<file path="src/rtl/piso_pkg.sv">
// Shared definitions for the piso_tx parallel-in serial-out transmitter:
// FSM state encoding and the bit-counter width helper.
package piso_pkg;

  localparam logic [1:0] ST_IDLE   = 2'd0;
  localparam logic [1:0] ST_SHIFT  = 2'd1;
  localparam logic [1:0] ST_PARITY = 2'd2;

  // Counter must hold values up to WIDTH (the parity slot) when parity is on.
  function automatic int cnt_width(input int width);
    return $clog2(width + 1);
  endfunction

endpackage

</file>
<file path="src/rtl/piso_tx_serial_bit_counter.sv">
// Modulo-MOD frame bit counter with synchronous clear, increment enable and
// terminal-count flag marking the final bit of a frame.
module serial_bit_counter #(
  parameter int MOD = 4,
  parameter int CW  = 3
) (
  input  logic          clk,
  input  logic          clear,
  input  logic          en,
  output logic [CW-1:0] count,
  output logic          tc
);

  logic [CW-1:0] count_q;
  logic [CW-1:0] count_d;

  assign tc    = (count_q == CW'(MOD - 1));
  assign count = count_q;

  always_comb begin
    count_d = count_q;
    if (en) begin
      if (tc) begin
        count_d = {CW{1'b0}};
      end else begin
        count_d = count_q + {{(CW-1){1'b0}}, 1'b1};
      end
    end else begin
      count_d = count_q;
    end
  end

  always_ff @(posedge clk) begin
    if (clear) begin
      count_q <= {CW{1'b0}};
    end else begin
      count_q <= count_d;
    end
  end

endmodule

</file>
<file path="src/rtl/piso_tx.sv">
// Parallel-in serial-out transmitter with valid/ready load and gap-free framing.
// Optional trailing even-parity bit enabled by defining PISO_TX_PARITY_EN.
module piso_tx
  import piso_pkg::*;
#(
  parameter int WIDTH     = 4,
  parameter int MSB_FIRST = 1
) (
  input  logic             clk,
  input  logic             clear,
  input  logic [WIDTH-1:0] pi,
  input  logic             load_valid,
  output logic             load_ready,
  output logic             so,
  output logic             so_valid,
  output logic             so_first,
  output logic             so_last,
  output logic             busy
);

`ifdef PISO_TX_PARITY_EN
  localparam int FL = WIDTH + 1;
`else
  localparam int FL = WIDTH;
`endif
  localparam int CW = cnt_width(WIDTH);

  logic [1:0]       state_q;
  logic [1:0]       state_d;
  logic [WIDTH-1:0] shreg_q;
  logic [WIDTH-1:0] shreg_d;
  logic [CW-1:0]    cnt_s;
  logic             tc_s;
  logic             accept_s;
  logic             busy_s;
  logic             data_last_s;
  logic             data_bit_s;
`ifdef PISO_TX_PARITY_EN
  logic             par_q;
  logic             par_d;
`endif

  assign busy_s      = (state_q != ST_IDLE);
  assign load_ready  = (state_q == ST_IDLE) | tc_s;
  assign accept_s    = load_valid & load_ready;
  assign data_last_s = (cnt_s == CW'(WIDTH - 1));
  assign data_bit_s  = (MSB_FIRST != 0) ? shreg_q[WIDTH-1] : shreg_q[0];

  serial_bit_counter #(
    .MOD (FL),
    .CW  (CW)
  ) u_cnt (
    .clk   (clk),
    .clear (clear),
    .en    (busy_s),
    .count (cnt_s),
    .tc    (tc_s)
  );

  always_ff @(posedge clk) begin
    if (clear) begin
      state_q <= ST_IDLE;
      shreg_q <= {WIDTH{1'b0}};
`ifdef PISO_TX_PARITY_EN
      par_q   <= 1'b0;
`endif
    end else begin
      state_q <= state_d;
      shreg_q <= shreg_d;
`ifdef PISO_TX_PARITY_EN
      par_q   <= par_d;
`endif
    end
  end

  always_comb begin
    state_d = state_q;
    case (state_q)
      ST_IDLE: begin
        if (accept_s) begin
          state_d = ST_SHIFT;
        end else begin
          state_d = ST_IDLE;
        end
      end
      ST_SHIFT: begin
        if (data_last_s) begin
`ifdef PISO_TX_PARITY_EN
          state_d = ST_PARITY;
`else
          state_d = accept_s ? ST_SHIFT : ST_IDLE;
`endif
        end else begin
          state_d = ST_SHIFT;
        end
      end
`ifdef PISO_TX_PARITY_EN
      ST_PARITY: begin
        state_d = accept_s ? ST_SHIFT : ST_IDLE;
      end
`endif
      default: begin
        state_d = ST_IDLE;
      end
    endcase
  end

  // A new word overrides the drain; the register is empty once a frame ends.
  always_comb begin
    shreg_d = shreg_q;
    if (accept_s) begin
      shreg_d = pi;
    end else if (state_q == ST_SHIFT) begin
      if (MSB_FIRST != 0) begin
        shreg_d = {shreg_q[WIDTH-2:0], 1'b0};
      end else begin
        shreg_d = {1'b0, shreg_q[WIDTH-1:1]};
      end
    end else begin
      shreg_d = shreg_q;
    end
`ifdef PISO_TX_PARITY_EN
    par_d = accept_s ? (^pi) : par_q;
`endif
  end

  always_comb begin
    so       = 1'b0;
    so_first = 1'b0;
    case (state_q)
      ST_SHIFT: begin
        so       = data_bit_s;
        so_first = (cnt_s == {CW{1'b0}});
      end
`ifdef PISO_TX_PARITY_EN
      ST_PARITY: begin
        so = par_q;
      end
`endif
      default: begin
        so       = 1'b0;
        so_first = 1'b0;
      end
    endcase
    so_valid = busy_s;
    so_last  = tc_s;
    busy     = busy_s;
  end

endmodule

</file>
<file path="config.mk">
export PLATFORM = sky130hd
export DESIGN_NAME = piso_tx
export DESIGN_NICKNAME = d
export VERILOG_FILES = /design/src/rtl/piso_pkg.sv /design/src/rtl/piso_tx_serial_bit_counter.sv /design/src/rtl/piso_tx.sv
export SDC_FILE = /design/constraint.sdc
export NUM_CORES = 1
export LEC_CHECK = 0
export CAP_MARGIN = 20
export CELL_PAD_IN_SITES_DETAIL_PLACEMENT = 1
export CELL_PAD_IN_SITES_GLOBAL_PLACEMENT = 2
export CORE_MARGIN = 4
export CORE_UTILIZATION = 28
export CTS_BUF_LIST = sky130_fd_sc_hd__clkbuf_2
export CTS_CLUSTER_DIAMETER = 100
export DETAILED_ROUTE_END_ITERATION = 7
export PLACE_DENSITY_LB_ADDON = 0.12
export REMOVE_ABC_BUFFERS = 1
export SLEW_MARGIN = 20
export SYNTH_ARGS = -nofsm -noshare
export SYNTH_HDL_FRONTEND = slang
export SYNTH_SLANG_ARGS = --single-unit
</file>
<file path="constraint.sdc">
create_clock -name clk -period 2.1 [get_ports clk]
set_clock_uncertainty 0.1 [all_clocks]
set_input_delay 0.21 -clock clk [delete_from_list [all_inputs] [get_ports clk]]
set_output_delay 0.21 -clock clk [all_outputs]
set_load 0.01 [all_outputs]
</file>
==> impl_results.md, run 1 <==
* Core box area at 0.001318 mm²
* Start point of the critical path: state_q[0]
* Top Metal Used: met4
* Leakage at 0.2201 nW
* Row cnt at 13
* TNS Setup at 0 ns
* Post-synth top cells: dfxtp_1, a21oi_1, inv_1
* Setup WS pre-CTS at 0.4121 ns
* Iter 0 DRT Violations at 4
* Largest net degree at the start of global routing at 16
* Final period utilization at 91.95%
* Via/cell ratio at 4.887
* DIE WIDTH at 45.82 µm
* Gr ovfl total at 0
* Vias in the first global route at 373
* CTS tree: yes
* Number of hold buffers added after CTS at 0
* Later-pin clock latency in the skew report at 0.22 ns
* Yosys top cell by area: dfxtp_1
* Filler instances at 156
* Endpoint class of the critical path: primary output
* Hold_ws at 0.3659 ns
* Worst VDD drop at 0.0002659 V
* Die Height at 45.82 µm
* Yosys reg bits at 8
* Synth Flop Type: dfxtp_1
* Endpoints failing hold at 0
* Register area share after synthesis at 40.00%
* Arrival @ worst endpoint at 1.62 ns
* Worst min-delay path class: reg -> reg
* Routed met3 length at 52 µm
* RSZ-0062 raised after global routing: false
* Setup bufs post-CTS at 0
* Slew @ Worst Pin at 0.4502 ns
* Clk buf depth at 2
* Largest cells by area after synthesis: dfxtp_1, a221o_1, a21oi_1
* Period minus WS final at 1.931 ns
* Async S/R FF share, synth at 0%
* Warnings from Yosys at 0
* Syn Inst Count at 43
* Average size of a mapped cell at 9.311 µm²
* DRC errors left at 0
* FF/Latch Area at 160.2 µm²
* Routed met2 length at 425 µm
* WS Path Type: reg -> out
* Max-cap violations at 0
* Most common cell in the netlist: dfxtp_1
* H-tree depth at 1
* Number of flops mapped to enable cells by yosys at 0
* Critical Path Start Type: flip-flop
* CP max FO at 15
* Pwr per Cell Area at 593.9 mW/mm²
* GRT Util Overall at 9.928%
* Reg-to-reg startpoint: u_cnt.count[0]
* Final setup vio count at 0
* Final net count at 67
* Routed via count at 347
* Status: completed
* Final Wtd Congestion at 0.7081
* Slew headroom at 69.95%
* Proportion of layout cells with a drive suffix above 1 at 12.50%
* WL/cell at 12.58 µm
* Synth top area share at 40.00%
* DRT Wirelength at 893 µm
* Met1 WL at 405 µm
* IO Pins at 13
* Final Slew Violations at 0
* Die area at 0.002099 mm²
* Port Buf Inserts at 12
* DRT antenna net count at 0
* TritonRoute pass-1 iters at 3
* Hold_sp: u_cnt.count[2]
* Post-synth cell types at 20
* Starting density of the core at 30.39%
* ANT cells at 0
* Initial antenna violation count at 0
* Num CTS Buffers at 3
* Clk slew on worst S/H paths at 0.09 ns
* Detailed Place HPWL at 706.7 µm
* Root Driver: clkbuf_2
* PostCTS Resize Cnt at 0
* # clock sinks at 8
* Setup ws final at 0.1691 ns
* Worst EP required at 1.79 ns
* F_max at 517.9 MHz
* Multi-input logic area at 206.4 µm²
* Post-Syn Area at 400.4 µm²
* First-pass GRT wire length at 1497 µm
* Synthesis-to-layout area growth at 33.75%
## layout by cell type (no fill, tap or decap)
master,Yosys,layout
and2_1,3,3
a21o_2,1,1
ha_1,2,2
mux2i_1,1,1
nand2_1,2,2
inv_1,4,4
nand2b_1,3,3
a21oi_1,5,5
nor2_1,2,2
clkbuf_2,0,3
clkdlybuf4s50_1,0,12
and2_2,1,1
and3_2,1,1
or3b_1,1,1
nand2b_4,1,1
nand3_1,1,1
a221o_1,3,3
dfxtp_1,8,8
a211oi_1,1,1
nor3_1,1,1
## power breakdown
part	internal (mW)	total (mW)	switching [mW]
combinational	0.0355	0.0574	0.0219
sequential	0.160	0.170	0.00956
clock	0.0391	0.0906	0.0516
total	0.235	0.318	0.0830
## per-layer routing
layer,vias up,track usage (%)
met1,163,11.03
met2,8,16.99
met3,2,2.767
met5,-,0
li1,174,-
met4,0,5.114
## final timing paths
kind | cells after the start | to | slack (ns)
setup / recovery | 2 | so_first | 0.17
hold / removal | 2 | u_cnt.count[2] | 0.37
setup reg to reg | 5 | shreg_q[1] | 0.71
hold reg to reg | 2 | u_cnt.count[2] | 0.37
## through the flow
stage / instances / utilization, % / total power, mW / cell area [µm²]
finish: 71 / 40.65 / 0.3180 / 535.5
global route: 71 / 40.65 / 0.3349 / 535.5
CTS: 71 / 40.65 / 0.3226 / 535.5
detailed placement: 68 / 39.51 / 0.2320 / 520.5
global placement: 68 / 39.51 / 0.2284 / 520.5
floorplan: 41 / - / 0.1970 / 381.6
## final cells by class
cell class / instances / area share [%]
multi-input cells: 29 / 38.55
flip-flops and latches: 8 / 29.91
repair buffers: 12 / 22.43
well taps: 15 / 3.505
clock buffers: 3 / 2.804
inverters: 4 / 2.804
## worst max-delay path, stage by stage (launching register included)
cell,delay [ns]
dfxtp_1,0.60
and3_2,0.27
clkdlybuf4s50_1,0.53
## state kept, by name, summed over array words and instances, names as in the netlist
name and count:
state_q 1, u_cnt.count 3, shreg_q 4
## logic make-up (layout without fill, tap and decap cells)
| kind of cell | after synthesis | after routing | share of synthesized area [%] |
|---|---|---|---|
| simple gates | 16 | 16 | 25.00 |
| mux | 1 | 1 | 2.500 |
| compound gates | 10 | 10 | 17.81 |
| flops | 8 | 8 | 40.00 |
| fa+ha+maj | 2 | 2 | 6.249 |
| buf+inv | 6 | 19 | 8.437 |
No activity file was read; power rests on OpenSTA's default activity.
==> run 2, diff against run 1 <==
--- a/config.mk
+++ b/config.mk
@@ -8,11 +8,12 @@
 export CAP_MARGIN = 20
 export CELL_PAD_IN_SITES_DETAIL_PLACEMENT = 1
 export CELL_PAD_IN_SITES_GLOBAL_PLACEMENT = 2
-export CORE_MARGIN = 4
-export CORE_UTILIZATION = 28
+export CORE_AREA = 4 4 41 43
 export CTS_BUF_LIST = sky130_fd_sc_hd__clkbuf_2
 export CTS_CLUSTER_DIAMETER = 100
 export DETAILED_ROUTE_END_ITERATION = 7
+export DIE_AREA = 0 0 45 47
+export DONT_BUFFER_PORTS = 1
 export PLACE_DENSITY_LB_ADDON = 0.12
 export REMOVE_ABC_BUFFERS = 1
 export SLEW_MARGIN = 20
==> impl_results.md, run 2 (synthesis results as in run 1) <==
* Hold path cells at 1
* PostCTS Resize Cnt at 0
* Synthesis-to-layout area growth at 11.25%
* Slew headroom at 59.93%
* Status: completed
* F_max at 632.2 MHz
* Max-cap violations at 0
* Commonest non-fill, non-tap cell in the layout: dfxtp_1
* Row cnt at 13
* WS Path Type: reg -> out
* Root Driver: clkbuf_2
* Period minus WS final at 1.582 ns
* Num CTS Buffers at 3
* Gr ovfl total at 0
* Core box area at 0.001301 mm²
* DRC errors left at 0
* Endpoints failing hold at 0
* Starting density of the core at 30.77%
* Port Buf Inserts at 0
* Final net count at 58
* CP max FO at 15
* First-pass GRT wire length at 1559 µm
* Worst min-delay path class: in -> reg
* Routed via count at 310
* # clock sinks at 8
* Reg-to-reg startpoint: state_q[0]
* Via/cell ratio at 5.000
* Vias in the first global route at 344
* CTS tree: yes
* Start point of the critical path: state_q[0]
* IO Pins at 13
* Worst EP required at 1.79 ns
* Detailed Place HPWL at 699.1 µm
* Slew @ Worst Pin at 0.6002 ns
* Arrival @ worst endpoint at 1.27 ns
* DRT Wirelength at 915 µm
* Die area at 0.002115 mm²
* Largest net degree at the start of global routing at 16
* WL/cell at 14.76 µm
* Multi-input logic area at 206.4 µm²
* Proportion of layout cells with a drive suffix above 1 at 14.89%
* FF/Latch Area at 160.2 µm²
* CP Depth at 1
* Number of hold buffers added after CTS at 2
* Final Slew Violations at 0
* Final Wtd Congestion at 0.6492
* Cell Chain, Critical Path: and3_2
* Cell Count Post-Placement at 56
* RSZ-0062 raised after global routing: false
* DIE WIDTH at 45 µm
* Final setup vio count at 0
* Leakage at 0.1871 nW
* Pwr per Cell Area at 667.6 mW/mm²
* Area post-placement at 400.4 µm²
* Cell area after layout at 445.4 µm²
* Commonest cells after routing, fill and taps aside: dfxtp_1, a21oi_1, inv_1
* Critical Path Start Type: flip-flop
* Clk buf depth at 2
* Largest Register: shreg_q
* Hold_ws at 0.009016 ns
* Max reg flops at 4
* Initial antenna violation count at 0
* Endpoint class of the critical path: primary output
* Total power at 0.2973 mW
* ANT cells at 0
* H-tree depth at 1
* Later-pin clock latency in the skew report at 0.24 ns
* Worst path top cell family by delay: flip-flops
* TritonRoute pass-1 iters at 2
* Slowest-stage cell, CP: dfxtp_1
* Clk slew on worst S/H paths at 0.08 ns
* Hold_sp: pi[2]
* DRT antenna net count at 0
* GRT Util Overall at 10.86%
* Final period utilization at 75.33%
* Worst VDD drop at 0.0002323 V
* Post-route insts no fill at 62
* FF-to-FF path depth at 3
* WP buf/inv at 0
* CP max stage delay at 0.70 ns
* Iter 0 DRT Violations at 1
* TNS Setup at 0 ns
* Setup bufs post-CTS at 0
* Die Height at 47 µm
* Filler instances at 165
==> run 2: worst paths after layout <==
path	endpoint	slack, ns
setup reg to reg	shreg_q[2]	0.58
hold / removal	shreg_q[2]	0.009
hold reg to reg	u_cnt.count[2]	0.37
setup / recovery	so_first	0.52
==> run 2: layout make-up <==
type                            count  area share (%)
Clock buffer                        3           3.371
Tap cell                           15           4.213
Multi-Input combinational cell     29           46.35
Inverter                            4           3.371
Sequential cell                     8           35.96
Timing Repair Buffer                3           6.742
==> run 2: stage by stage <==
stage                     setup slack, ns  utilization [%]
after floorplan                    0.7402                -
after global placement             0.6200            30.77
after detailed placement           0.5460            30.77
after CTS                          0.4928            33.46
after global routing               0.3919            34.23
final                              0.5181            34.23
==> run 2: where the power goes <==
part / switching [mW] / leakage [nW] / internal, mW
logic: 0.0164 / 0.109 / 0.0187
registers: 0.0112 / 0.0657 / 0.161
clock network: 0.0516 / 0.0125 / 0.0389
==> run 2: routing by layer <==
metal,wire [µm],GRT usage [%],up-vias,share of wire (%)
li1,-,-,156,-
met1,375,11.24,143,41
met2,453,17.23,11,50
met3,85,6.897,0,9.3
met4,0,5.263,0,0
met5,0,0,-,0
==> run 3, diff against run 2 <==
==> constraint.sdc (replaced) <==
create_clock -name clk -period 1.5 [get_ports clk]
set_clock_uncertainty 0.1 [all_clocks]
set_input_delay 0.15 -clock clk [delete_from_list [all_inputs] [get_ports clk]]
set_output_delay 0.15 -clock clk [all_outputs]
set_load 0.01 [all_outputs]
==> impl_results.md, run 3 (synthesis results as in run 1) <==
* Final Slew Violations at 0
* Cell Count Post-Placement at 58
* Gr ovfl total at 0
* Commonest non-fill, non-tap cell in the layout: dfxtp_1
* Final net count at 62
* Clk slew on worst S/H paths at 0.08 ns
* Vias in the first global route at 325
* Flop pwr share at 55.2%
* TritonRoute pass-1 iters at 4
* Final period utilization at 91.89%
* Clock share of power at 29.7%
* Largest Register: shreg_q
* Slew headroom at 81.58%
* Reg-to-reg startpoint: u_cnt.count[0]
* Num CTS Buffers at 3
* Switching part of the total power at 26.25%
* DRT Wirelength at 934 µm
* Port Buf Inserts at 0
* Leakage at 0.2059 nW
* Via/cell ratio at 4.818
* WL/cell at 14.15 µm
* Worst min-delay path class: in -> reg
* Power Internal at 0.3113 mW
* Post-route insts no fill at 66
* Pwr per Cell Area at 878.5 mW/mm²
* Final setup vio count at 0
* RSZ-0062 raised after global routing: false
* Worst r2r dst: shreg_q[3]
* CP max FO at 6
* FF-to-FF path depth at 5
* Clk buf depth at 2
* DIE WIDTH at 45 µm
* Later-pin clock latency in the skew report at 0.23 ns
* TNS Setup at 0 ns
* Filler instances at 165
* Hold_sp: load_valid
* Max reg flops at 4
* F_max at 725.5 MHz
* Net Switching at 0.1108 mW
* Die area at 0.002115 mm²
* Commonest cells after routing, fill and taps aside: dfxtp_1, a21oi_1, dlygate4sd3_1, inv_1
* Proportion of layout cells with a drive suffix above 1 at 17.65%
* Slew @ Worst Pin at 0.2742 ns
* DRT antenna net count at 0
* Comb power frac at 15.1%
* WHS Endpoint: shreg_q[0]
* Detailed Place HPWL at 676.4 µm
* Total power at 0.4221 mW
* Critical Path Start Type: flip-flop
* Status: completed
* Core box area at 0.001301 mm²
* ANT cells at 0
* Die Height at 47 µm
* PostCTS Resize Cnt at 0
* Starting density of the core at 30.77%
* Period minus WS final at 1.378 ns
* Routed via count at 318
* Synthesis-to-layout area growth at 20.00%
* Row cnt at 13
* Largest net degree at the start of global routing at 12
* DRC errors left at 0
* First-pass GRT wire length at 1497 µm
* GRT Util Overall at 10.52%
* Endpoints failing hold at 0
* Arrival @ worst endpoint at 1.40 ns
* H-tree depth at 1
* # clock sinks at 8
* IO Pins at 13
* Worst R2R Setup Slack at 0.12 ns
* Worst EP required at 1.53 ns
* Final Wtd Congestion at 0.6573
* Endpoint class of the critical path: flip-flop
* Hold path cells at 3
* Iter 0 DRT Violations at 2
* WS Path Type: reg -> reg
* Worst VDD drop at 0.0003599 V
* Initial antenna violation count at 0
* CTS tree: yes
* Root Driver: clkbuf_2
* Max-cap violations at 0
[run 3: changes by cell type in the layout (fill, tap and decap cells not counted), sizes merged]
| cell | previous run | this run |
|---|---|---|
| buf | 0 | 2 |
| dlygate4sd3 | 3 | 5 |
[run 3: power by group through the flow]
stage	registers, mW	clock network (mW)	logic, mW
after floorplan	0.241	0	0.0346
after global placement	0.238	0	0.0504
after detailed placement	0.238	0	0.0515
after CTS	0.233	0.136	0.0646
after global routing	0.235	0.142	0.0725
final	0.233	0.125	0.0636
[run 3: layer usage]
layer	track usage [%]	part of all wire, %	vias up
met5	0	0	-
met4	3.509	0	0
met3	5.747	5.5	0
met2	16.95	44	7
met1	11.87	51	146
li1	-	-	165
[run 3: worst max-delay path by stage]
stage / startpoint / endpoint / slack (ns) / cells past startpoint
finish: u_cnt.count[0] / shreg_q[3] / 0.12 / 5
global route: u_cnt.count[0] / shreg_q[2] / 0.002 / 5
global placement: u_cnt.count[0] / shreg_q[3] / 0.16 / 4
CTS: u_cnt.count[0] / shreg_q[2] / 0.09 / 5
detailed placement: u_cnt.count[0] / shreg_q[2] / 0.11 / 5
floorplan: state_q[0] / shreg_q[2] / 0.14 / 3
[run 3: timing repair]
item / in CTS / in global routing
buffers inserted: 0 / 0
hold buffers: 5 / 0
hold endpoints to repair: 8 / 0
setup endpoints to repair: 0 / 0
[run 3: stage by stage]
| step | util (%) | hold WS [ns] | area [µm²] | worst slack [ns] |
|---|---|---|---|---|
| floorplan | - | 0.1191 | 381.6 | 0.1402 |
| global placement | 31.92 | 0.1219 | 415.4 | 0.1610 |
| detailed placement | 31.92 | 0.1222 | 415.4 | 0.1101 |
| CTS | 36.92 | 0.01184 | 480.5 | 0.09310 |
| global route | 36.92 | 0.04915 | 480.5 | 0.001955 |
| finish | 36.92 | 0.03575 | 480.5 | 0.1216 |
[run 3: layout make-up]
type	instances	area, µm²	share of cell area [%]
Tap cell	15	18.77	3.906
Timing Repair Buffer	7	65.06	13.54
Clock buffer	3	15.01	3.125
Inverter	4	15.01	3.125
Sequential cell	8	160.2	33.33
Multi-Input combinational cell	29	206.4	42.97
[run 3: worst max-delay path: stages (launching register included)]
cell and delay, ns:
dfxtp_1 0.37, ha_1 0.23, nand2b_4 0.09, inv_1 0.07
a21oi_1 0.11, a221o_1 0.31
